[src/rtl/res_cycle_sequencer.sv]
// Control sequencer for the residue / carry-save stage of the online multiplier.
// Runs ITERS iterations of one CLEAR cycle plus WORDS word-serial RUN cycles.
module res_cycle_sequencer #(
  parameter int RAM_ADDR_WIDTH = 7,
  parameter int WORDS          = 4,
  parameter int ITERS          = 16
) (
  input  logic                      clk,
  input  logic                      asyn_reset_n,
  input  logic                      start,
  input  logic                      abort,
  output logic                      busy,
  output logic                      done,
  output logic [1:0]                carry_out_control,
  output logic                      enable,
  output logic                      enable_shift,
  output logic                      enable_V_reg,
  output logic [RAM_ADDR_WIDTH-1:0] read_addr,
  output logic [RAM_ADDR_WIDTH-1:0] write_addr,
  output logic [RAM_ADDR_WIDTH-1:0] comp_cycle,
  output logic                      operand_req,
  output logic [RAM_ADDR_WIDTH-1:0] operand_word
);

  localparam int AW = RAM_ADDR_WIDTH;
  localparam logic [AW-1:0] W_LAST = AW'(WORDS - 1);
  localparam logic [AW-1:0] K_LAST = AW'(ITERS - 1);

  typedef enum logic [1:0] {
    S_IDLE,
    S_CLEAR,
    S_RUN,
    S_DONE
  } state_e;

  typedef struct packed {
    logic          busy;
    logic          done;
    logic [1:0]    cco;
    logic          en;
    logic          en_sh;
    logic          en_v;
    logic [AW-1:0] ra;
    logic [AW-1:0] wa;
    logic [AW-1:0] cc;
    logic          op_req;
    logic [AW-1:0] op_word;
  } ctl_t;

  state_e        state_q, state_d;
  logic [AW-1:0] w_q, w_d;
  logic [AW-1:0] k_q, k_d;
  ctl_t          ctl_q, ctl_d;

  always_comb begin
    state_d = state_q;
    w_d     = w_q;
    k_d     = k_q;
    unique case (state_q)
      S_IDLE: begin
        if (start && !abort) begin
          state_d = S_CLEAR;
          w_d     = '0;
          k_d     = '0;
        end
      end
      S_CLEAR: begin
        state_d = S_RUN;
        w_d     = '0;
      end
      S_RUN: begin
        if (w_q != W_LAST) begin
          w_d = w_q + 1'b1;
        end else if (k_q != K_LAST) begin
          state_d = S_CLEAR;
          w_d     = '0;
          k_d     = k_q + 1'b1;
        end else begin
          state_d = S_DONE;
          w_d     = '0;
        end
      end
      S_DONE: begin
        state_d = S_IDLE;
        w_d     = '0;
        k_d     = '0;
      end
      default: state_d = S_IDLE;
    endcase
    if (abort && state_q != S_IDLE) begin
      state_d = S_IDLE;
      w_d     = '0;
      k_d     = '0;
    end
  end

  // Outputs are decoded from the next state so they land registered.
  always_comb begin
    ctl_d = '0;
    unique case (state_d)
      S_CLEAR: begin
        ctl_d.busy = 1'b1;
        ctl_d.cc   = k_d;
      end
      S_RUN: begin
        ctl_d.busy    = 1'b1;
        ctl_d.en      = 1'b1;
        ctl_d.en_sh   = 1'b1;
        ctl_d.op_req  = 1'b1;
        ctl_d.op_word = w_d;
        ctl_d.wa      = w_d;
        ctl_d.cc      = k_d;
        if (w_d == W_LAST) begin
          ctl_d.cco  = 2'd2;
          ctl_d.en_v = 1'b1;
          ctl_d.ra   = '0;
        end else begin
          ctl_d.cco = 2'd1;
          ctl_d.ra  = w_d + 1'b1;
        end
      end
      S_DONE: ctl_d.done = 1'b1;
      default: ctl_d = '0;
    endcase
  end

  always_ff @(posedge clk or negedge asyn_reset_n) begin
    if (!asyn_reset_n) begin
      state_q <= S_IDLE;
      w_q     <= '0;
      k_q     <= '0;
      ctl_q   <= '0;
    end else begin
      state_q <= state_d;
      w_q     <= w_d;
      k_q     <= k_d;
      ctl_q   <= ctl_d;
    end
  end

  assign busy              = ctl_q.busy;
  assign done              = ctl_q.done;
  assign carry_out_control = ctl_q.cco;
  assign enable            = ctl_q.en;
  assign enable_shift      = ctl_q.en_sh;
  assign enable_V_reg      = ctl_q.en_v;
  assign read_addr         = ctl_q.ra;
  assign write_addr        = ctl_q.wa;
  assign comp_cycle        = ctl_q.cc;
  assign operand_req       = ctl_q.op_req;
  assign operand_word      = ctl_q.op_word;

endmodule

[config.mk]
export PLATFORM = sky130hd
export DESIGN_NAME = res_cycle_sequencer
export DESIGN_NICKNAME = d
export VERILOG_FILES = /design/src/rtl/res_cycle_sequencer.sv
export SDC_FILE = /design/constraint.sdc
export NUM_CORES = 1
export LEC_CHECK = 0
export CORE_MARGIN = 4
export CORE_UTILIZATION = 51
export DETAILED_ROUTE_END_ITERATION = 7
export GPL_TIMING_DRIVEN = 0
export HOLD_SLACK_MARGIN = 0.1
export PLACE_DENSITY = 0.79
export RECOVER_POWER = 25
export SLEW_MARGIN = 20
export SYNTH_ARGS = -nofsm -noshare
export SYNTH_HDL_FRONTEND = slang
export SYNTH_SLANG_ARGS = --single-unit
[constraint.sdc]
create_clock -name clk -period 3.3 [get_ports clk]
set_input_delay 0.825 -clock clk [delete_from_list [all_inputs] [get_ports clk]]
set_output_delay 0.825 -clock clk [all_outputs]
set_load 0.1 [all_outputs]
==> impl_results.md, run 1 <==
* Skew final at 0.005950 ns
* Inst Count DP at 276
* Worst Tran Pin Value at 1.552 ns
* Status: finished with violations
* Final Hold Fails at 0
* Via/cell ratio at 5.451
* Port bufs at 39
* GRT Overall Usage at 0.1765
* Fillers at 303
* Internal Power at 0.7061 mW
* Crit path time final at 3.172 ns
* H-tree levels at 2
* Die Wd at 71.51 µm
* Starting Density at 0.5455
* Peak fanout along the critical path at 10
* CTS tree: yes
* Max Slew Vio Count at 32
* DP HPWL at 3185 µm
* Clock Sink Count at 42
* Antenna violations before repair at 0
* Switch share at 0.2895
* Routed len/inst at 14.60 µm
* Maximum vdd drop at 0.2617 mV
* Worst EP arrival at 3.35 ns
* Netlist Area Pre-Place at 2057 µm²
* Largest net degree at the start of global routing at 32
* DRC errors left at 0
* RePlAce Congestion at 0.8621
* Clk_lat worst skew at 0.29 ns
* CP startpoint kind: input port
* Antenna diodes at 0
* Slew headroom at -0.03484
* DRT iter0 DRCs at 101
* Register Area at 1051 µm²
* Crit path kind: in -> reg
* Core Rows at 22
* I/O pin cnt at 40
* Area of the die at 5114 µm²
* Ratio of final minimum period to clock period at 0.9613
* Num CTS Buffers at 5
* Layout area overhead at 26.52%
* Grt ovf at 0
* CTS max path bufs at 2
* Layout cell share with drive strength beyond 1 at 0.1780
* Max Fclk at 0.3152 GHz
* Fin nets at 245
* DRT Wirelength at 4146 µm
* Via count at 1,548
* Final setup fails at 0
* Share of async-settable or async-resettable flops after synthesis at 1.000
* Sw Pwr at 0.2876 mW
* Hold_ws at 0.5091 ns
* Max-Cap Viols at 1
* Core Region at 3771 µm²
* Main synth FF type: dfrtp_1
* DRT Pass-1 Iters at 4
* Number of synthesized flops with an enable pin at 0
* CTS clock-pin slew for the worst setup and hold paths at 0.08 ns
* Clk pwr share at 0.311
* Final cell count without fillers at 284
* Combinational share of power at 0.157
* CP endpoint kind: flop
* Gate count of the mapped netlist at 188
* Chip height at 71.51 µm
* Vias in the first global route at 1,453
* Area of the multi-input gates at 892.1 µm²
* P_leak at 1.173 nW
* CTS root buf: clkbuf_8
* Avg Inst Size Synth at 10.94 µm²
* Worst min-delay path class: in -> async
* Unique masters post-synth at 55
* Syn Nets at 197
* Ys Warns at 0
* Seq pwr share at 0.532
* Worst EP required at 3.48 ns
* Seq/Total Area, Yosys at 0.5109
* PwrDens at 381.8 nW/µm²
* Global-route wire length before repair at 7038 µm
* Flop and latch count out of synthesis at 42
* Failing checks: capacitance limit, slew limit
* Post-DRT Antenna Nets at 0
## cells in the mapped netlist (all sizes together), types with 4 or more instances
cell / number / area [µm²]
inv: 8 / 30.03
buf: 12 / 85.08
ha: 5 / 62.56
nand3: 6 / 30.03
o21ai: 10 / 65.07
nor3: 6 / 30.03
nor2: 14 / 55.06
nand2: 7 / 28.78
nor4: 4 / 25.02
or4: 5 / 41.29
and2: 11 / 70.07
a21oi: 10 / 50.05
dfrtp: 42 / 1051
## sequential cells by signal, indices dropped and copies added (netlist names)
name	count
busy	1
carry_out_control	2
comp_cycle	7
done	1
enable	1
k_q	7
operand_word	7
read_addr	7
state_q	2
w_q	7
## timing repair
action,4_1_cts,5_1_grt
endpoints found under the setup margin,0,7
hold buffers,0,0
resized for setup,0,5
endpoints found under the hold margin,0,0
setup buffers,0,1
## power groups by stage
stage	Clock [mW]	Combinational (mW)	Sequential, mW
global placement	0	0.152	0.539
detailed placement	0	0.156	0.539
finish	0.309	0.156	0.529
CTS	0.315	0.157	0.529
floorplan	0	0.0707	0.578
global route	0.333	0.168	0.530
## critical path, cell delays in order
cell and delay, ns:
clkdlybuf4s50_1 0.53, nor2b_1 0.27, clkbuf_2 0.24, a21oi_2 0.19, ha_1 0.25, inv_1 0.06, or3_4 0.40, o41ai_4 0.35
buf_4 0.19, nor2_1 0.05
## path summary, 6_finish.rpt
| path | start | to | slack (ns) | cells past startpoint |
|---|---|---|---|---|
| max reg2reg | state_q[0]$_DFF_PN0_ | read_addr[5]$_DFF_PN0_ | 0.45 | 11 |
| max | abort | read_addr[5]$_DFF_PN0_ | 0.13 | 10 |
| min reg2reg | k_q[1]$_DFF_PN0_ | k_q[1]$_DFF_PN0_ | 0.63 | 2 |
| min in group clk | k_q[1]$_DFF_PN0_ | k_q[1]$_DFF_PN0_ | 0.63 | 2 |
| min | asyn_reset_n | k_q[2]$_DFF_PN0_ | 0.51 | 1 |
| max in group asynchronous | asyn_reset_n | carry_out_control[1]$_DFF_PN0_ | 0.94 | 2 |
## layout by cell type (no fill, tap or decap), types with 2 or more instances in the layout
| cell type | netlist | final |
|---|---|---|
| ha_1 | 5 | 5 |
| dfrtp_1 | 42 | 42 |
| nor2b_1 | 3 | 3 |
| clkdlybuf4s50_1 | 0 | 38 |
| clkinv_2 | 0 | 2 |
| buf_4 | 10 | 11 |
| a31oi_1 | 2 | 2 |
| a21oi_2 | 0 | 2 |
| and3_1 | 2 | 2 |
| xnor2_1 | 2 | 2 |
| clkbuf_1 | 1 | 2 |
| nor3_1 | 6 | 6 |
| inv_1 | 8 | 8 |
| a41oi_1 | 2 | 2 |
| nor2_1 | 13 | 13 |
| nand3_1 | 6 | 6 |
| clkbuf_8 | 0 | 5 |
| o21ai_0 | 8 | 8 |
| and2_1 | 10 | 10 |
| nand2b_1 | 3 | 2 |
| nor4_1 | 4 | 4 |
| or4_1 | 4 | 4 |
| xor2_1 | 3 | 3 |
| buf_2 | 2 | 2 |
| nand2_1 | 6 | 6 |
| nand4_1 | 2 | 2 |
| clkbuf_2 | 1 | 2 |
| mux2i_1 | 3 | 3 |
| a21oi_1 | 10 | 8 |
## cell type report
class / instances / area share
plain buffers: 14 / 0.03654
well taps: 48 / 0.02308
inverters: 8 / 0.01154
multi-input cells: 124 / 0.3428
clock buffers: 5 / 0.02644
clock inverters: 2 / 0.003846
repair buffers: 41 / 0.1519
flip-flops and latches: 42 / 0.4038
## per-layer routing
metal  up-vias  GRT usage  share of wire
met5         -          0              0
met2        41     0.2582           0.45
met4         0    0.06889          0.020
met3         9    0.03927          0.058
met1       736     0.2557           0.47
li1        762          -              -
## logic make-up (layout without fill, tap and decap cells)
kind of cell	after synthesis	in the layout	synth area share
AND/OR/NAND/NOR	70	70	0.1983
flip-flops	42	42	0.5109
AO/OA/AOI/OAI	40	40	0.1588
buffers and inverters	22	70	0.06021
adder cells (fa/ha/maj)	5	5	0.03041
XOR/XNOR	5	5	0.02129
multiplexers	4	4	0.02007
## stage by stage
step | power, mW | area [µm²] | setup slack, ns | util | TNS (ns)
global route | 1.031 | 2603 | -0.00004619 | 0.6901 | -0.00004619
floorplan | 0.6484 | 2057 | 0.7356 | - | 0
detailed placement | 0.6951 | 2522 | -0.2029 | 0.6689 | -1.334
finish | 0.9937 | 2603 | 0.1277 | 0.6901 | 0
CTS | 1.001 | 2601 | 0.1061 | 0.6898 | 0
global placement | 0.6911 | 2507 | -0.1621 | 0.6649 | -1.057
Note: power is estimated with default switching activity, not from simulation.
==> run 2: changes to the inputs <==
--- a/config.mk
+++ b/config.mk
@@ -5,12 +5,13 @@
 export SDC_FILE = /design/constraint.sdc
 export NUM_CORES = 1
 export LEC_CHECK = 0
+export ABC_AREA = 1
 export CORE_MARGIN = 4
-export CORE_UTILIZATION = 51
+export CORE_UTILIZATION = 52
 export DETAILED_ROUTE_END_ITERATION = 7
 export GPL_TIMING_DRIVEN = 0
 export HOLD_SLACK_MARGIN = 0.1
-export PLACE_DENSITY = 0.79
+export PLACE_DENSITY = 0.8
 export RECOVER_POWER = 25
 export SLEW_MARGIN = 20
 export SYNTH_ARGS = -nofsm -noshare
==> run 2 against run 1 <==
Compared with the run above: the run now ends clean; via count increased by 8.5%; total power grew 83%; worst hold slack improved by 0.037 ns; non-clock buffer count is 2 lower; sequential share of layout area is 1.2 points lower; worst setup slack improved by 0.45 ns; synthesized area increased by 3.7%; register-to-register slack improved by 0.48 ns; clock-buffer cell count grew 1; flip-flop and latch count stayed put; sequential power increased by 18%.
==> impl_results.md, run 2 <==
* Gate count of the mapped netlist at 243
* Core Rows at 23
* Skew final at 0.003837 ns
* Num CTS Buffers at 5
* Area of the die at 5191 µm²
* Inst Count DP at 333
* Port bufs at 39
* CTS max path bufs at 2
* Status: finished, final reports clean
* Clk pwr share at 0.185
* # hold bufs at CTS at 0
* Crit path time final at 2.726 ns
* Max Slew Vio Count at 0
* Largest net degree at the start of global routing at 26
* Clock Sink Count at 42
* CP Cell Sequence: buf_4, clkdlybuf4s50_1
* Ys Warns at 0
* PwrDens at 678.7 nW/µm²
* Critical-path top delay cell: clkdlybuf4s50_1
* Area contributors post-synth: dfrtp_1, nand2_1, inv_1
* Vias in the first global route at 1,526
* Share of async-settable or async-resettable flops after synthesis at 1.000
* Seq pwr share at 0.343
* Seq/Total Area, Yosys at 0.4927
* Unique masters post-synth at 30
* Commonest non-fill, non-tap cell in the layout: nand2_1
* DRT Wirelength at 4098 µm
* Most frequent cells in the layout: nand2_1, dfrtp_1, clkdlybuf4s50_1
* CP startpoint kind: flop
* GRT Overall Usage at 0.1784
* Cell family with most CP delay: buffers and inverters
* Crit path buffers/inverters at 2
* Syn Nets at 252
* Cell with the most instances after synthesis: nand2_1
* H-tree levels at 2
* Avg Inst Size Synth at 8.779 µm²
* I/O pin cnt at 40
* Final setup fails at 0
* Netlist Area Pre-Place at 2133 µm²
* Worst EP required at 2.47 ns
* Worst EP arrival at 1.90 ns
* RePlAce Congestion at 0.9040
* DRT Pass-1 Iters at 4
* Resize count post-CTS at 0
* Flop and latch count out of synthesis at 42
* Via count at 1,680
* Switch share at 0.4758
* Ratio of final minimum period to clock period at 0.8262
* Layout area overhead at 25.57%
* DRT iter0 DRCs at 111
* CP endpoint kind: output pin
* Setup TNS at 0 ns
* Combinational share of power at 0.473
* P_leak at 1.325 nW
* Max Fclk at 0.3668 GHz
* CP peak stage delay at 1.12 ns
* Starting Density at 0.5372
* Post-synth top area share at 0.4927
* Antenna diodes at 0
* Maximum vdd drop at 0.6216 mV
* Post-DRT Antenna Nets at 0
* Worst Tran Pin Value at 1.256 ns
* Post-synth top area cell: dfrtp_1
* Grt ovf at 0
* Fin nets at 299
* Worst min-delay path class: reg -> reg
* Final cell count without fillers at 341
* DP HPWL at 3231 µm
* Core Region at 3971 µm²
* Final Hold Fails at 0
* Post-CTS Repair Setup Buffers at 0
* CTS tree: yes
* Max-Cap Viols at 0
* Antenna violations before repair at 0
* Chip height at 72.05 µm
* CTS root buf: clkbuf_8
* Via/cell ratio at 4.927
* Internal Power at 0.9531 mW
* DRC errors left at 0
* Sw Pwr at 0.8649 mW
* Number of synthesized flops with an enable pin at 0
* CTS clock-pin slew for the worst setup and hold paths at 0.08 ns
* Routed len/inst at 12.02 µm
* Most frequent cells after synthesis: nand2_1, dfrtp_1, inv_1
* Main synth FF type: dfrtp_1
* Peak fanout along the critical path at 3
* Clk_lat worst skew at 0.29 ns
* RSZ-0062 raised after global routing: no
* Crit path kind: reg -> out
* Global-route wire length before repair at 7251 µm
* Layout cell share with drive strength beyond 1 at 0.1856
* Die Wd at 72.05 µm
* Slew headroom at 0.1629
## run 2: cell types whose count changed after synthesis, moves of 4 or more
cell     before  now
nor2_2        1    9
inv_1         8   31
or4_1         4    0
nor3_1        6    1
nor2_1       13   27
inv_2         0    5
nor4_1        4    0
nand3_1       6   12
nand2_1       6   49
o21ai_0       8    4
nand3_2       0    5
and2_1       10    2
nand2_2       1    8
## run 2: routing by layer
metal  global-route usage  up-vias  share of wire
met5                    0        -              0
met4              0.06889        0          0.018
met3              0.02909        5          0.045
met2               0.2571       48           0.47
met1               0.2694      791           0.47
li1                     -      836              -
## run 2: layout make-up
type | count | area, µm²
Buffer | 13 | 101.3
Clock inverter | 2 | 12.51
Clock buffer | 6 | 82.58
Sequential cell | 42 | 1051
Multi-Input combinational cell | 152 | 845.8
Fill cell | 336 | 1292
Timing Repair Buffer | 40 | 387.9
Tap cell | 50 | 62.56
Inverter | 36 | 135.1
## run 2: metrics by stage
| step | power [mW] | setup slack (ns) | instance area (µm²) | hold WS, ns | util |
|---|---|---|---|---|---|
| finish | 1.818 | 0.5736 | 2679 | 0.5459 | 0.6745 |
| floorplan | 1.296 | 1.134 | 2133 | 0.4851 | - |
| global route | 1.932 | 0.4318 | 2679 | 0.5985 | 0.6745 |
| detailed placement | 1.498 | 0.3234 | 2609 | 0.5327 | 0.6569 |
| global placement | 1.481 | 0.3939 | 2586 | 0.5103 | 0.6512 |
| CTS | 1.838 | 0.5606 | 2704 | 0.4780 | 0.6808 |
## run 2: path summary, 6_finish.rpt
path | cells after the start | to | slack (ns) | start
worst min register to register | 1 | k_q[0]$_DFF_PN0_ | 0.55 | k_q[0]$_DFF_PN0_
max in group asynchronous | 2 | k_q[1]$_DFF_PN0_ | 0.99 | asyn_reset_n
worst max register to register | 11 | operand_word[0]$_DFF_PN0_ | 0.93 | w_q[0]$_DFF_PN0_
worst max-delay path | 2 | enable_shift | 0.57 | enable$_DFF_PN0_
worst min-delay path | 1 | k_q[0]$_DFF_PN0_ | 0.55 | k_q[0]$_DFF_PN0_
min in group asynchronous | 1 | operand_word[5]$_DFF_PN0_ | 0.65 | asyn_reset_n
## run 2: worst register-to-register path, delay by kind of cell (launching register included)
kind / cells / cell delay (ns)
compound gates: 2 / 0.65
fa+ha+maj: 2 / 0.58
flops: 1 / 0.42
simple gates: 4 / 0.33
buf+inv: 3 / 0.24
## run 2: power by group through the flow
stage,clock [mW],sequential (mW),combinational [mW]
2_1_floorplan,0,0.842,0.454
3_3_place_gp,0,0.628,0.853
3_5_place_dp,0,0.632,0.866
4_1_cts,0.348,0.623,0.867
5_1_grt,0.373,0.632,0.926
6_report,0.336,0.623,0.860
## run 2: cells by family (layout without fill, tap and decap cells)
| kind of cell | after synthesis | after routing | share of synthesized area |
|---|---|---|---|
| buffers and inverters | 49 | 97 | 0.1108 |
| AOI/OAI and AO/OA | 20 | 20 | 0.06393 |
| and+or+nand+nor | 122 | 122 | 0.2827 |
| xor gates and xnor gates | 5 | 5 | 0.02053 |
| adders and majority gates | 5 | 5 | 0.02933 |
| DFF | 42 | 42 | 0.4927 |
